==> src/rtl/jtag_tap_pkg.sv <==
// Shared types and constants for the JTAG TAP with boundary-scan register.
//   tap_state_e  : the sixteen TAP controller states
//   tap_strobe_t : per-state action strobes produced by the TAP FSM
//   Op*          : instruction opcodes (BYPASS is all ones at the IR width in use)
package jtag_tap_pkg;

   typedef enum logic [3:0] {
      StTestLogicReset,
      StRunTestIdle,
      StSelectDrScan,
      StCaptureDr,
      StShiftDr,
      StExit1Dr,
      StPauseDr,
      StExit2Dr,
      StUpdateDr,
      StSelectIrScan,
      StCaptureIr,
      StShiftIr,
      StExit1Ir,
      StPauseIr,
      StExit2Ir,
      StUpdateIr
   } tap_state_e;

   // At most one field is set at any time.
   typedef struct packed {
      logic capture_ir;
      logic shift_ir;
      logic update_ir;
      logic capture_dr;
      logic shift_dr;
      logic update_dr;
   } tap_strobe_t;

   localparam int unsigned OpExtest        = 0;
   localparam int unsigned OpIdcode        = 1;
   localparam int unsigned OpSamplePreload = 2;
   localparam int unsigned OpIntest        = 3;

endpackage

==> src/rtl/jtag_tap_fsm.sv <==
// IEEE 1149.1 TAP controller: state register plus next-state logic.
// Ports:
//   i_tck   : test clock, all state changes on its rising edge
//   i_rst_n : asynchronous active-low reset to Test-Logic-Reset
//   i_tms   : mode select
//   o_strb  : capture/shift/update strobes for IR and DR (decoded from current state)
//   o_tlr   : high while in Test-Logic-Reset
module jtag_tap_fsm
   import jtag_tap_pkg::*;
(
   input  logic        i_tck,
   input  logic        i_rst_n,
   input  logic        i_tms,
   output tap_strobe_t o_strb,
   output logic        o_tlr
);

   tap_state_e r_state;
   tap_state_e w_state_next;

   always_ff @(posedge i_tck or negedge i_rst_n) begin
      if (!i_rst_n) begin
         r_state <= StTestLogicReset;
      end else begin
         r_state <= w_state_next;
      end
   end

   // Every state reaches Test-Logic-Reset within five TMS=1 edges.
   always_comb begin
      w_state_next = r_state;
      unique case (r_state)
         StTestLogicReset: w_state_next = i_tms ? StTestLogicReset : StRunTestIdle;
         StRunTestIdle:    w_state_next = i_tms ? StSelectDrScan   : StRunTestIdle;
         StSelectDrScan:   w_state_next = i_tms ? StSelectIrScan   : StCaptureDr;
         StCaptureDr:      w_state_next = i_tms ? StExit1Dr        : StShiftDr;
         StShiftDr:        w_state_next = i_tms ? StExit1Dr        : StShiftDr;
         StExit1Dr:        w_state_next = i_tms ? StUpdateDr       : StPauseDr;
         StPauseDr:        w_state_next = i_tms ? StExit2Dr        : StPauseDr;
         StExit2Dr:        w_state_next = i_tms ? StUpdateDr       : StShiftDr;
         StUpdateDr:       w_state_next = i_tms ? StSelectDrScan   : StRunTestIdle;
         StSelectIrScan:   w_state_next = i_tms ? StTestLogicReset : StCaptureIr;
         StCaptureIr:      w_state_next = i_tms ? StExit1Ir        : StShiftIr;
         StShiftIr:        w_state_next = i_tms ? StExit1Ir        : StShiftIr;
         StExit1Ir:        w_state_next = i_tms ? StUpdateIr       : StPauseIr;
         StPauseIr:        w_state_next = i_tms ? StExit2Ir        : StPauseIr;
         StExit2Ir:        w_state_next = i_tms ? StUpdateIr       : StShiftIr;
         StUpdateIr:       w_state_next = i_tms ? StSelectDrScan   : StRunTestIdle;
         default:          w_state_next = StTestLogicReset;
      endcase
   end

   always_comb begin
      o_strb            = '0;
      o_strb.capture_ir = (r_state == StCaptureIr);
      o_strb.shift_ir   = (r_state == StShiftIr);
      o_strb.update_ir  = (r_state == StUpdateIr);
      o_strb.capture_dr = (r_state == StCaptureDr);
      o_strb.shift_dr   = (r_state == StShiftDr);
      o_strb.update_dr  = (r_state == StUpdateDr);
      o_tlr             = (r_state == StTestLogicReset);
   end

endmodule

==> src/rtl/jtag_tap_bsr.sv <==
// JTAG TAP with instruction register, bypass, optional IDCODE and a boundary-scan register.
// Optional feature: define JTAG_TAP_IDCODE_EN to include the 32-bit IDCODE register and opcode;
// without it opcode 1 decodes as BYPASS and BYPASS is the reset instruction.
// Ports:
//   tck, rst_n        : test clock (rising edge) and asynchronous active-low reset
//   tms, tdi, tdo     : TAP mode select, serial in, serial out (LSB of the active shift register)
//   tdo_en            : high only in Shift-IR / Shift-DR
//   core_in, pad_in   : functional values from the core and from the pads
//   pad_out, core_out : values driven to the pads and to the core
//   instr             : active instruction
//   tlr               : high in Test-Logic-Reset
module jtag_tap_bsr
   import jtag_tap_pkg::*;
#(
   parameter int unsigned IR_W       = 4,
   parameter int unsigned BSR_W      = 8,
   parameter logic [31:0] IDCODE_VAL = 32'h03631093
) (
   input  logic             tck,
   input  logic             rst_n,
   input  logic             tms,
   input  logic             tdi,
   output logic             tdo,
   output logic             tdo_en,
   input  logic [BSR_W-1:0] core_in,
   input  logic [BSR_W-1:0] pad_in,
   output logic [BSR_W-1:0] pad_out,
   output logic [BSR_W-1:0] core_out,
   output logic [IR_W-1:0]  instr,
   output logic             tlr
);

   localparam logic [IR_W-1:0] OpBypass = '1;
`ifdef JTAG_TAP_IDCODE_EN
   localparam logic [IR_W-1:0] ResetInstr = IR_W'(OpIdcode);
`else
   localparam logic [IR_W-1:0] ResetInstr = OpBypass;
`endif

   tap_strobe_t w_strb;
   logic        w_tlr;

   jtag_tap_fsm u_fsm (
      .i_tck   (tck),
      .i_rst_n (rst_n),
      .i_tms   (tms),
      .o_strb  (w_strb),
      .o_tlr   (w_tlr)
   );

   assign tlr    = w_tlr;
   assign tdo_en = w_strb.shift_ir | w_strb.shift_dr;

   // ---------------- Instruction register ----------------
   logic [IR_W-1:0] r_ir_sr;
   logic [IR_W-1:0] r_instr;
   logic [IR_W:0]   w_ir_shift;

   assign w_ir_shift = {tdi, r_ir_sr};

   always_ff @(posedge tck or negedge rst_n) begin
      if (!rst_n) begin
         r_ir_sr <= '0;
         r_instr <= ResetInstr;
      end else if (w_tlr) begin
         r_ir_sr <= '0;
         r_instr <= ResetInstr;
      end else begin
         if (w_strb.capture_ir) begin
            r_ir_sr <= IR_W'(1);
         end else if (w_strb.shift_ir) begin
            r_ir_sr <= w_ir_shift[IR_W:1];
         end
         if (w_strb.update_ir) begin
            r_instr <= r_ir_sr;
         end
      end
   end

   // Forcing here makes the reset instruction visible on the same edge that enters TLR.
   assign instr = w_tlr ? ResetInstr : r_instr;

   // ---------------- Instruction decode ----------------
   logic w_is_extest;
   logic w_is_intest;
   logic w_sel_bsr;
   logic w_sel_idcode;
   logic w_idcode_tdo;

   assign w_is_extest = (instr == IR_W'(OpExtest));
   assign w_is_intest = (instr == IR_W'(OpIntest));
   assign w_sel_bsr   = w_is_extest | w_is_intest | (instr == IR_W'(OpSamplePreload));

   // ---------------- Bypass register ----------------
   logic r_bypass;

   always_ff @(posedge tck or negedge rst_n) begin
      if (!rst_n) begin
         r_bypass <= 1'b0;
      end else if (w_tlr || w_strb.capture_dr) begin
         r_bypass <= 1'b0;
      end else if (w_strb.shift_dr) begin
         r_bypass <= tdi;
      end
   end

   // ---------------- IDCODE register ----------------
`ifdef JTAG_TAP_IDCODE_EN
   logic [31:0] r_idcode_sr;

   assign w_sel_idcode = (instr == IR_W'(OpIdcode));
   assign w_idcode_tdo = r_idcode_sr[0];

   always_ff @(posedge tck or negedge rst_n) begin
      if (!rst_n) begin
         r_idcode_sr <= '0;
      end else if (w_strb.capture_dr && w_sel_idcode) begin
         r_idcode_sr <= IDCODE_VAL;
      end else if (w_strb.shift_dr && w_sel_idcode) begin
         r_idcode_sr <= {tdi, r_idcode_sr[31:1]};
      end
   end
`else
   logic w_unused_idcode;

   assign w_sel_idcode    = 1'b0;
   assign w_idcode_tdo    = 1'b0;
   // The ID value is a parameter of the interface even when its register is absent.
   assign w_unused_idcode = ^IDCODE_VAL;
`endif

   // ---------------- Boundary-scan register ----------------
   logic [BSR_W-1:0] r_bsr_sr;
   logic [BSR_W-1:0] r_bsr_upd;
   logic [BSR_W:0]   w_bsr_shift;

   assign w_bsr_shift = {tdi, r_bsr_sr};

   // The update stage is cleared only by rst_n; TLR entered through TMS leaves it alone.
   always_ff @(posedge tck or negedge rst_n) begin
      if (!rst_n) begin
         r_bsr_sr  <= '0;
         r_bsr_upd <= '0;
      end else begin
         if (w_tlr) begin
            r_bsr_sr <= '0;
         end else if (w_strb.capture_dr && w_sel_bsr) begin
            r_bsr_sr <= w_is_intest ? pad_in : core_in;
         end else if (w_strb.shift_dr && w_sel_bsr) begin
            r_bsr_sr <= w_bsr_shift[BSR_W:1];
         end
         if (w_strb.update_dr && w_sel_bsr) begin
            r_bsr_upd <= r_bsr_sr;
         end
      end
   end

   assign pad_out  = w_is_extest ? r_bsr_upd : core_in;
   assign core_out = w_is_intest ? r_bsr_upd : pad_in;

   // ---------------- TDO mux ----------------
   always_comb begin
      tdo = 1'b0;
      if (w_strb.shift_ir) begin
         tdo = r_ir_sr[0];
      end else if (w_strb.shift_dr) begin
         if (w_sel_bsr) begin
            tdo = r_bsr_sr[0];
         end else if (w_sel_idcode) begin
            tdo = w_idcode_tdo;
         end else begin
            tdo = r_bypass;
         end
      end
   end

endmodule

==> config.mk <==
export PLATFORM = sky130hd
export DESIGN_NAME = jtag_tap_bsr
export DESIGN_NICKNAME = d
export VERILOG_FILES = /design/src/rtl/jtag_tap_pkg.sv /design/src/rtl/jtag_tap_fsm.sv /design/src/rtl/jtag_tap_bsr.sv
export SDC_FILE = /design/constraint.sdc
export NUM_CORES = 1
export LEC_CHECK = 0
export CELL_PAD_IN_SITES_DETAIL_PLACEMENT = 0
export CELL_PAD_IN_SITES_GLOBAL_PLACEMENT = 1
export CORE_ASPECT_RATIO = 1.4
export CORE_UTILIZATION = 40
export CTS_BUF_LIST = sky130_fd_sc_hd__clkbuf_4
export DETAILED_ROUTE_END_ITERATION = 10
export GPL_TIMING_DRIVEN = 0
export PLACE_DENSITY_LB_ADDON = 0.08
export SYNTH_ARGS = -nofsm -noshare
export SYNTH_HDL_FRONTEND = slang
export SYNTH_SLANG_ARGS = --single-unit
==> constraint.sdc <==
create_clock -name tck -period 4.1 [get_ports tck]
set_input_delay 0.615 -clock tck [delete_from_list [all_inputs] [get_ports tck]]
set_output_delay 0.615 -clock tck [all_outputs]
set_load 0.02 [all_outputs]
==> results of run 1 <==
## cell type report
class | instances | area, um2 | share of cell area, %
Inverter | 16 | 60.1 | 2.46
Clock buffer | 6 | 45.0 | 1.84
Sequential cell | 29 | 731 | 29.9
Tap cell | 62 | 77.6 | 3.17
Multi-Input combinational cell | 160 | 1040 | 42.6
Buffer | 15 | 65.1 | 2.66
Timing Repair Buffer | 42 | 415 | 17.0
Clock inverter | 2 | 10.0 | 0.409
## metrics by stage
stage / utilization, % / std cells / cell area, um2
3_5_place_dp: 52.8 / 324 / 2390
3_3_place_gp: 52.8 / 324 / 2390
2_1_floorplan: - / 220 / 1900
4_1_cts: 54.0 / 332 / 2450
6_report: 53.9 / 332 / 2440
5_1_grt: 53.9 / 332 / 2440
## sequential cells by signal (all words and copies together) (netlist names)
| name | flops |
|---|---|
| r_bsr_sr | 8 |
| r_ir_sr | 4 |
| r_bsr_upd | 8 |
| r_instr | 4 |
| r_bypass | 1 |
| u_fsm.r_state | 4 |
## cell usage in the layout, fill, tap and decap left out, types with 2 or more instances in the layout
master	Yosys	final
clkbuf_1	8	8
o22ai_1	3	3
mux2_2	8	8
inv_1	16	16
a22o_1	3	3
or2_2	5	5
clkdlybuf4s50_1	0	41
nor2b_1	3	3
clkbuf_4	0	6
nand2b_1	3	3
buf_2	4	5
o21ai_0	35	35
nand3b_1	2	2
a22oi_1	12	12
nand3_1	14	14
dfstp_2	4	4
clkinv_2	0	2
a21oi_1	5	5
mux2_4	8	8
dfrtp_1	25	25
nor3_1	2	2
buf_1	2	2
nor2_1	12	12
nand2_1	26	26
## worst paths after layout
path / end / depth (start not counted)
max: core_out[2] / 4
min: r_bsr_upd[1] / 1
max reg2reg: r_bsr_upd[0] / 5
min reg2reg: r_bypass / 2
max in group asynchronous: u_fsm.r_state[2] / 1
min in group tck: r_bypass / 2
## synthesized netlist by cell type, types with 2 or more instances
master	count	area, um2
nand2_1	26	97.6
a22o_1	3	26.3
nor2b_1	3	18.8
clkbuf_1	8	30.0
nand2b_1	3	18.8
nand3b_1	2	15.0
nor2_1	12	45.0
dfrtp_1	25	626
mux2_2	8	90.1
nor3_1	2	10.0
buf_1	2	7.51
o22ai_1	3	18.8
a22oi_1	12	90.1
o21ai_0	35	175
buf_2	4	20.0
inv_1	16	60.1
mux2_4	8	120
or2_2	5	31.3
a21oi_1	5	25.0
nand3_1	14	70.1
dfstp_2	4	105
## kinds of logic after synthesis
logic type             after synthesis  share of synthesized area, %
AND/OR/NAND/NOR                     77                          22.1
AO/OA/AOI/OAI                       65                          20.7
buffers and inverters               31                          6.60
flip-flops                          29                          38.5
multiplexers                        17                          11.6
XOR/XNOR                             1                         0.462
## layer usage
metal	wire length [um]	global-route usage, %
met3	167	3.57
met4	29	6.77
met2	2470	35.1
met1	2130	25.8
met5	0	0
## power by group
group | internal, mW | total [mW] | switching, mW
combinational | 0.193 | 0.477 | 0.284
sequential | 0.328 | 0.358 | 0.0297
clock | 0.0718 | 0.171 | 0.0995
total | 0.594 | 1.01 | 0.413
==> impl_metrics.env, run 1 <==
export IMPL_outcome="finished clean"
export IMPL_path_cells="clkbuf_1 -> nand4_1 -> mux2_2 -> clkdlybuf4s50_1"
export IMPL_crit_required_ps=3480
export IMPL_critPathMaxFanout=10
export IMPL_grt_pass1_vias=1630
export IMPL_clk_latency_ps=320
export IMPL_clkTransAtPathRegs_ps=100
export IMPL_whs_ps=309
export IMPL_cts_resized=0
export IMPL_post_cts_setup_buffers=0
export IMPL_drc=0
export IMPL_setup_ws_ps=664
export IMPL_diodes=0
export IMPL_cts_max_level=2
export IMPL_firstDrtPassIters=4
export IMPL_die_h_um=83.5
export IMPL_yosysWarningCount=0
export IMPL_arrival_ps=2820
export IMPL_finalHoldViolations=0
export IMPL_rows=29
export IMPL_gr_total_overflow=0
export IMPL_wirelength_um=4800
export IMPL_track_usage_pct=20.7
export IMPL_grt_max_degree=30
export IMPL_relSlewSlack_pct=48.1
export IMPL_hpwl_um=3510
export IMPL_port_buffers=42
export IMPL_syn_nets=240
export IMPL_syn_area_per_cell_um2=8.62
export IMPL_totalPowerFinal_mw=1.01
export IMPL_worstMarginPinSlew_ps=772
export IMPL_max_freq_mhz=291
export IMPL_synthDistinctLibCells=41
export IMPL_clockBufferDepth=2
export IMPL_crit_type="flip-flop to output port"
export IMPL_power_density_mw_per_mm2=412
export IMPL_area_growth_pct=28.9
export IMPL_finClkSkew_ps=10.6
export IMPL_io_pins=43
export IMPL_worst_path_dominant_cell_family="buffers and inverters"
export IMPL_nets=289
export IMPL_setup_viol=0
export IMPL_async_flop_share_pct=100
export IMPL_dp_slack_ps=986
export IMPL_initial_core_util_pct=41.8
export IMPL_cp_start_kind="flip-flop"
export IMPL_die_x_um=60.2
export IMPL_antenna_found_initial=0
export IMPL_p_leak_nw=1.05
export IMPL_ys_flop_type="dfrtp_1"
export IMPL_coreArea_mm2=0.00454
export IMPL_cts_root_buf="clkbuf_4"
export IMPL_cts_hold_buf=0
export IMPL_worst_path_largest_cell_delay_ps=580
export IMPL_nFillCells=456
export IMPL_r2r_start="r_instr[1]"
export IMPL_hold_class="primary input to async pin"
export IMPL_drtIter0Drc=68
export IMPL_layout_drive_gt1_share_pct=17.0
export IMPL_path_buf_inv=2
export IMPL_cts_tree="done"
export IMPL_setup_tns_ps=0
export IMPL_drv_slew=0
export IMPL_cp_end_kind="output port"
export IMPL_drt_wirelength_per_cell_um=14.4
export IMPL_cts_sinks=29
export IMPL_ant_nets=0
export IMPL_die_area_mm2=0.00503
export IMPL_numCtsBuffers=5
export IMPL_viasPerCell=5.19
export IMPL_setup_worst_path_start="r_instr[0]"
export IMPL_ys_seq_area_share_pct=38.5
export IMPL_grt_setup_unrepaired="no"
export IMPL_yosys_register_bits=29
export IMPL_grt_pass1_wl_um=7950
export IMPL_num_vias=1724
export IMPL_min_period_ps=3440
export IMPL_syn_area_mm2=0.00190
export IMPL_critPathSlowestCell="dfstp_2"
export IMPL_fin_crit_sh_pct=83.8
export IMPL_place_gp_congestion=0.782
export IMPL_synth_edff_count=0
export IMPL_maxCapViolCount=0
export IMPL_peakVddDrop_uv=257
export IMPL_syn_inst=220
export IMPL_reg2reg_slack_ps=2210
Note: power is estimated with default switching activity, not from simulation.
==> inputs of run 2 (changes only) <==
- CORE_UTILIZATION: 40 -> 38
- clock period: 4.1 -> 3.3 ns (I/O delays scaled with it)
==> run 2 against run 1 <==
  * Cell count is 1.5% higher
  * First-iteration DRC count is 7.4% higher
  * Global-route usage is 0.18 points higher
  * Flip-flop and latch count stayed put
  * Critical path depth is 5 higher
  * Routed wire length is 5.6% higher
  * Clock skew is 1.1 ps higher
  * Clock-buffer cell count stayed put
  * Register-to-register slack worse by 790 ps
  * Power is 33% higher
  * Sequential power is 25% higher
  * Largest power group unchanged
==> impl_metrics.env, run 2 (synthesis results as in run 1) <==
export IMPL_arrival_ps=2540
export IMPL_nFillCells=522
export IMPL_grt_pass1_vias=1621
export IMPL_grt_pass1_wl_um=8110
export IMPL_clk_latency_ps=330
export IMPL_viasPerCell=5.15
export IMPL_layout_common_cells="clkdlybuf4s50_1 (41), o21ai_0 (35), nand2_1 (26)"
export IMPL_path_cells="buf_2 -> nor2_1 -> nand2_2 -> inv_1 -> nor4_4 -> clkbuf_4 -> nand2_1 -> o21ai_0 -> clkdlybuf4s50_1"
export IMPL_drc=0
export IMPL_nets=292
export IMPL_diodes=0
export IMPL_p_leak_nw=1.09
export IMPL_firstDrtPassIters=4
export IMPL_die_h_um=85.6
export IMPL_multi_input_area_mm2=0.00104
export IMPL_io_pins=43
export IMPL_peakVddDrop_uv=376
export IMPL_worst_path_dominant_cell_family="buffers and inverters"
export IMPL_drt_wirelength_per_cell_um=15.0
export IMPL_outcome="finished clean"
export IMPL_layout_commonest_cell="clkdlybuf4s50_1"
export IMPL_cts_tree="done"
export IMPL_wirelength_um=5060
export IMPL_cts_hold_buf=0
export IMPL_cts_max_level=2
export IMPL_numCtsBuffers=5
export IMPL_min_period_ps=3040
export IMPL_port_buffers=42
export IMPL_cp_start_kind="flip-flop"
export IMPL_setup_ws_ps=263
export IMPL_crit_required_ps=2800
export IMPL_place_gp_congestion=0.784
export IMPL_grt_max_degree=18
export IMPL_drv_slew=0
export IMPL_worst_path_largest_cell_delay_ps=620
export IMPL_setup_tns_ps=0
export IMPL_die_x_um=61.7
export IMPL_clockBufferDepth=2
export IMPL_finClkSkew_ps=11.7
export IMPL_num_vias=1734
export IMPL_coreArea_mm2=0.00480
export IMPL_seq_area_um2=731
export IMPL_antenna_found_initial=0
export IMPL_gr_total_overflow=0
export IMPL_clkTransAtPathRegs_ps=100
export IMPL_ant_nets=0
export IMPL_setup_viol=0
export IMPL_maxCapViolCount=0
export IMPL_die_area_mm2=0.00528
export IMPL_grt_setup_unrepaired="no"
export IMPL_crit_type="flip-flop to output port"
export IMPL_worstMarginPinSlew_ps=728
export IMPL_finalHoldViolations=0
export IMPL_rows=30
export IMPL_critPathSlowestCell="clkdlybuf4s50_1"
export IMPL_hpwl_um=3810
export IMPL_relSlewSlack_pct=51.1
export IMPL_layout_drive_gt1_share_pct=17.2
export IMPL_drtIter0Drc=73
export IMPL_path_buf_inv=4
export IMPL_cts_root_buf="clkbuf_4"
export IMPL_critPathMaxFanout=10
export IMPL_area_growth_pct=33.0
export IMPL_cts_sinks=29
export IMPL_initial_core_util_pct=39.5
export IMPL_hold_class="flip-flop to flip-flop"
export IMPL_track_usage_pct=20.9
export IMPL_dp_slack_ps=223
export IMPL_cp_end_kind="output port"
export IMPL_max_freq_mhz=329
export IMPL_largestRegisters="r_bsr_sr x8, r_bsr_upd x8"
export IMPL_fin_crit_sh_pct=92.0
export IMPL_power_density_mw_per_mm2=530
run 2: changes by cell type in the layout (fill, tap and decap cells not counted), sizes merged:
cell / before / now
clkbuf: 14 / 15
bufinv: 0 / 1
dlymetal6s2s: 0 / 1
clkinv: 2 / 1
buf: 8 / 9
run 2: final cells by class:
cell class              count  share of cell area (%)
clock inverters             2                    1.34
inverters                  16                    2.38
flip-flops and latches     29                    29.0
plain buffers              15                    2.68
multi-input cells         160                    41.2
clock buffers               6                    1.78
well taps                  64                    3.17
repair buffers             45                    18.4
run 2: final timing paths:
| path | slack (ps) | cells after the start | endpoint | from |
|---|---|---|---|---|
| worst min register to register | 520 | 2 | r_bypass | r_bypass |
| worst max-delay path | 260 | 9 | pad_out[5] | u_fsm.r_state[0] |
| worst min-delay path | 520 | 2 | r_bypass | r_bypass |
| max in group asynchronous | 2100 | 2 | r_instr[3] | rst_n |
| worst max register to register | 1420 | 5 | r_bsr_upd[4] | r_instr[1] |
| min in group asynchronous | 590 | 1 | r_bsr_upd[1] | rst_n |
run 2: metal layers:
layer | global-route usage [%] | part of all wire [%]
met1 | 25.6 | 42
met2 | 36.5 | 53
met3 | 3.47 | 3.2
met4 | 6.06 | 1.2
met5 | 0 | 0
run 2: worst min-delay path, cell delays in order (launching register included):
cell and delay, ps:
dfrtp_1 350, o21ai_0 70, o21ai_0 60
run 2: per-stage QoR:
stage / cell area [um2] / hold WS [ps] / util (%) / std cells / power, mW
2_1_floorplan: 1900 / 199 / - / 220 / 0.862
3_3_place_gp: 2400 / 488 / 49.9 / 326 / 1.05
3_5_place_dp: 2420 / 497 / 50.5 / 327 / 1.06
4_1_cts: 2520 / 520 / 52.4 / 337 / 1.36
5_1_grt: 2520 / 568 / 52.5 / 337 / 1.44
6_report: 2520 / 516 / 52.5 / 337 / 1.34
run 2: what timing repair did:
item                                    4_1_cts  5_1_grt
buffers inserted                              2        0
gates resized for setup                       0        2
endpoints found under the setup margin       10        7
pin swaps                                     2        1
run 2: report_power, final:
group	total (mW)	switching (mW)	internal, mW	leakage [nW]
combinational	0.602	0.358	0.244	0.666
clock	0.291	0.125	0.166	0.0433
sequential	0.446	0.0377	0.408	0.379
==> variant, RTL diff (flow settings as in run 2) <==
The parameter `BSR_W` goes from 8 to 10.
--- a/src/rtl/jtag_tap_bsr.sv
+++ b/src/rtl/jtag_tap_bsr.sv
@@ -13,7 +13,7 @@
    import jtag_tap_pkg::*;
 #(
    parameter int unsigned IR_W       = 4,
-   parameter int unsigned BSR_W      = 8,
+   parameter int unsigned BSR_W      = 10,
    parameter logic [31:0] IDCODE_VAL = 32'h03631093
 ) (
    input  logic             tck,
Interface: changed (resized core_in, core_out, pad_in and pad_out); port bits go from 43 to 51. No check against the original RTL was run, so the function may have changed too.
==> variant against run 2 <==
Global-route usage shrank 0.99 points. Design area grew 9.3%. Area after synthesis grew 9.8%. Sequential cell count grew 4. Worst setup slack lost 130 ps. Power grew 7.9%. Sequential power grew 9.0%. Routed wire length grew 5.0%. Non-clock buffer count grew 6. Critical endpoint is now core_out[0].
==> variant: results <==
place:
  hpwlAfterDp_um: 3720
  place.gp.congestion: 0.737
  place_ws_ps: 426
  dp_cells: 319
  port_buffers: 50
run_status:
  outcome: "finished, final reports clean"
setup_path:
  cp.arrival_ps: 2670
  max_stage_delay_ps: 540
final_layout:
  fin_nets: 285
  top_regs: "r_bsr_sr x10, r_bsr_upd x10"
  fin_cells: 328
  drive_gt1_share_pct: 20.6
grt:
  grt_util_all_layers_pct: 19.9
  grt_pass1_vias: 1727
  grt_pass1_wl_um: 8750
  grt_max_degree: 34
yosys:
  yosys_warnings: 0
  synth_fp_nets: 227
  seq_area_frac_synth_pct: 39.9
  netlist_instances: 203
  synthTopCellsByCount: "dfrtp_1 (29), mux2_2 (28), a22o_1 (13), nor2_1 (11), o21ai_0 (11)"
  ys_types: 44
  synth.top_cells.by_area: "dfrtp_1 (35%), mux2_2 (15%), a22o_1 (5.5%)"
power_and_ir_drop:
  intPower_uw: 900
  ir_drop_v: 0.000317
  p_leak_nw: 1.25
sta:
  skew_ps: 5.06
  tightestPinTransition_ps: 918
hold_path:
  min_path_type: "in -> async"
drt:
  drt_iter0_drc: 46
  wl_per_cell_um: 16.2
  vias: 1766
==> variant: cell count changes in the layout (fill, tap and decap cells not counted), sizes merged, moves of 4 or more <==
cell | run 2 | this run
inv | 16 | 9
a22oi | 12 | 4
and3 | 0 | 10
mux2 | 16 | 30
nand3 | 14 | 6
a22o | 3 | 13
dfrtp | 25 | 29
or2 | 5 | 0
a221o | 0 | 10
clkdlybuf4s50 | 41 | 49
o21ai | 35 | 12
nand2 | 27 | 11
==> variant: timing repair <==
| item | 4_1_cts | 5_1_grt |
|---|---|---|
| hold buffers | 0 | 0 |
| endpoints found under the setup margin | 0 | 10 |
| setup buffers | 0 | 1 |
==> variant: logic make-up after synthesis <==
logic type	synth area share, %
xor+xnor	0.421
buf+inv	5.59
compound gates	19.7
flops	39.9
mux	16.7
simple gates	17.7
==> variant: final cells by class <==
cell class              count  area, µm²
plain buffers              15       82.6
flip-flops and latches     33        831
clock inverters             2       33.8
well taps                  66       82.6
repair buffers             51        515
clock buffers               6       45.0
multi-input cells         146       1130
fillers                   521       2480
inverters                   9       33.8
==> variant: path summary, 6_finish.rpt <==
check | slack [ps] | to | startpoint | depth (start not counted)
setup / recovery | 140 | core_out[0] | u_fsm.r_state[0] | 6
setup reg to reg | 1410 | r_bsr_sr[1] | u_fsm.r_state[2] | 5
min in group tck | 530 | r_bypass | r_bypass | 2
hold / removal | 210 | r_bsr_upd[2] | rst_n | 1
hold reg to reg | 530 | r_bypass | r_bypass | 2
max in group asynchronous | 2610 | r_bsr_upd[9] | rst_n | 1
==> variant: worst reg2reg max path, delay by kind of cell (launching register included) <==
kind                   cells  cell delay [ps]
buffers and inverters      1              190
AO/OA/AOI/OAI              2              610
flip-flops                 1              390
AND/OR/NAND/NOR            2              600
==> variant: layer usage <==
layer	track usage (%)	share of wire (%)	vias to the layer above
met3	3.03	2.9	4
li1	-	-	874
met2	35.5	52	37
met1	24.9	44	851
met5	0	0	-
met4	6.06	0.87	0
==> variant: power groups by stage <==
stage               clock, mW  combinational (mW)  sequential [mW]
finish                  0.311               0.647            0.486
floorplan                   0               0.457            0.485
CTS                     0.317               0.651            0.486
global placement            0               0.653            0.493
global route            0.335               0.720            0.494
detailed placement          0               0.648            0.494
==> variant: per-stage QoR <==
| stage | utilization [%] | power [mW] | instance area, µm² |
|---|---|---|---|
| finish | 52.7 | 1.44 | 2760 |
| floorplan | - | 0.942 | 2080 |
| detailed placement | 50.8 | 1.14 | 2660 |
| global placement | 50.9 | 1.15 | 2670 |
| CTS | 52.3 | 1.45 | 2740 |
| global route | 52.7 | 1.55 | 2760 |
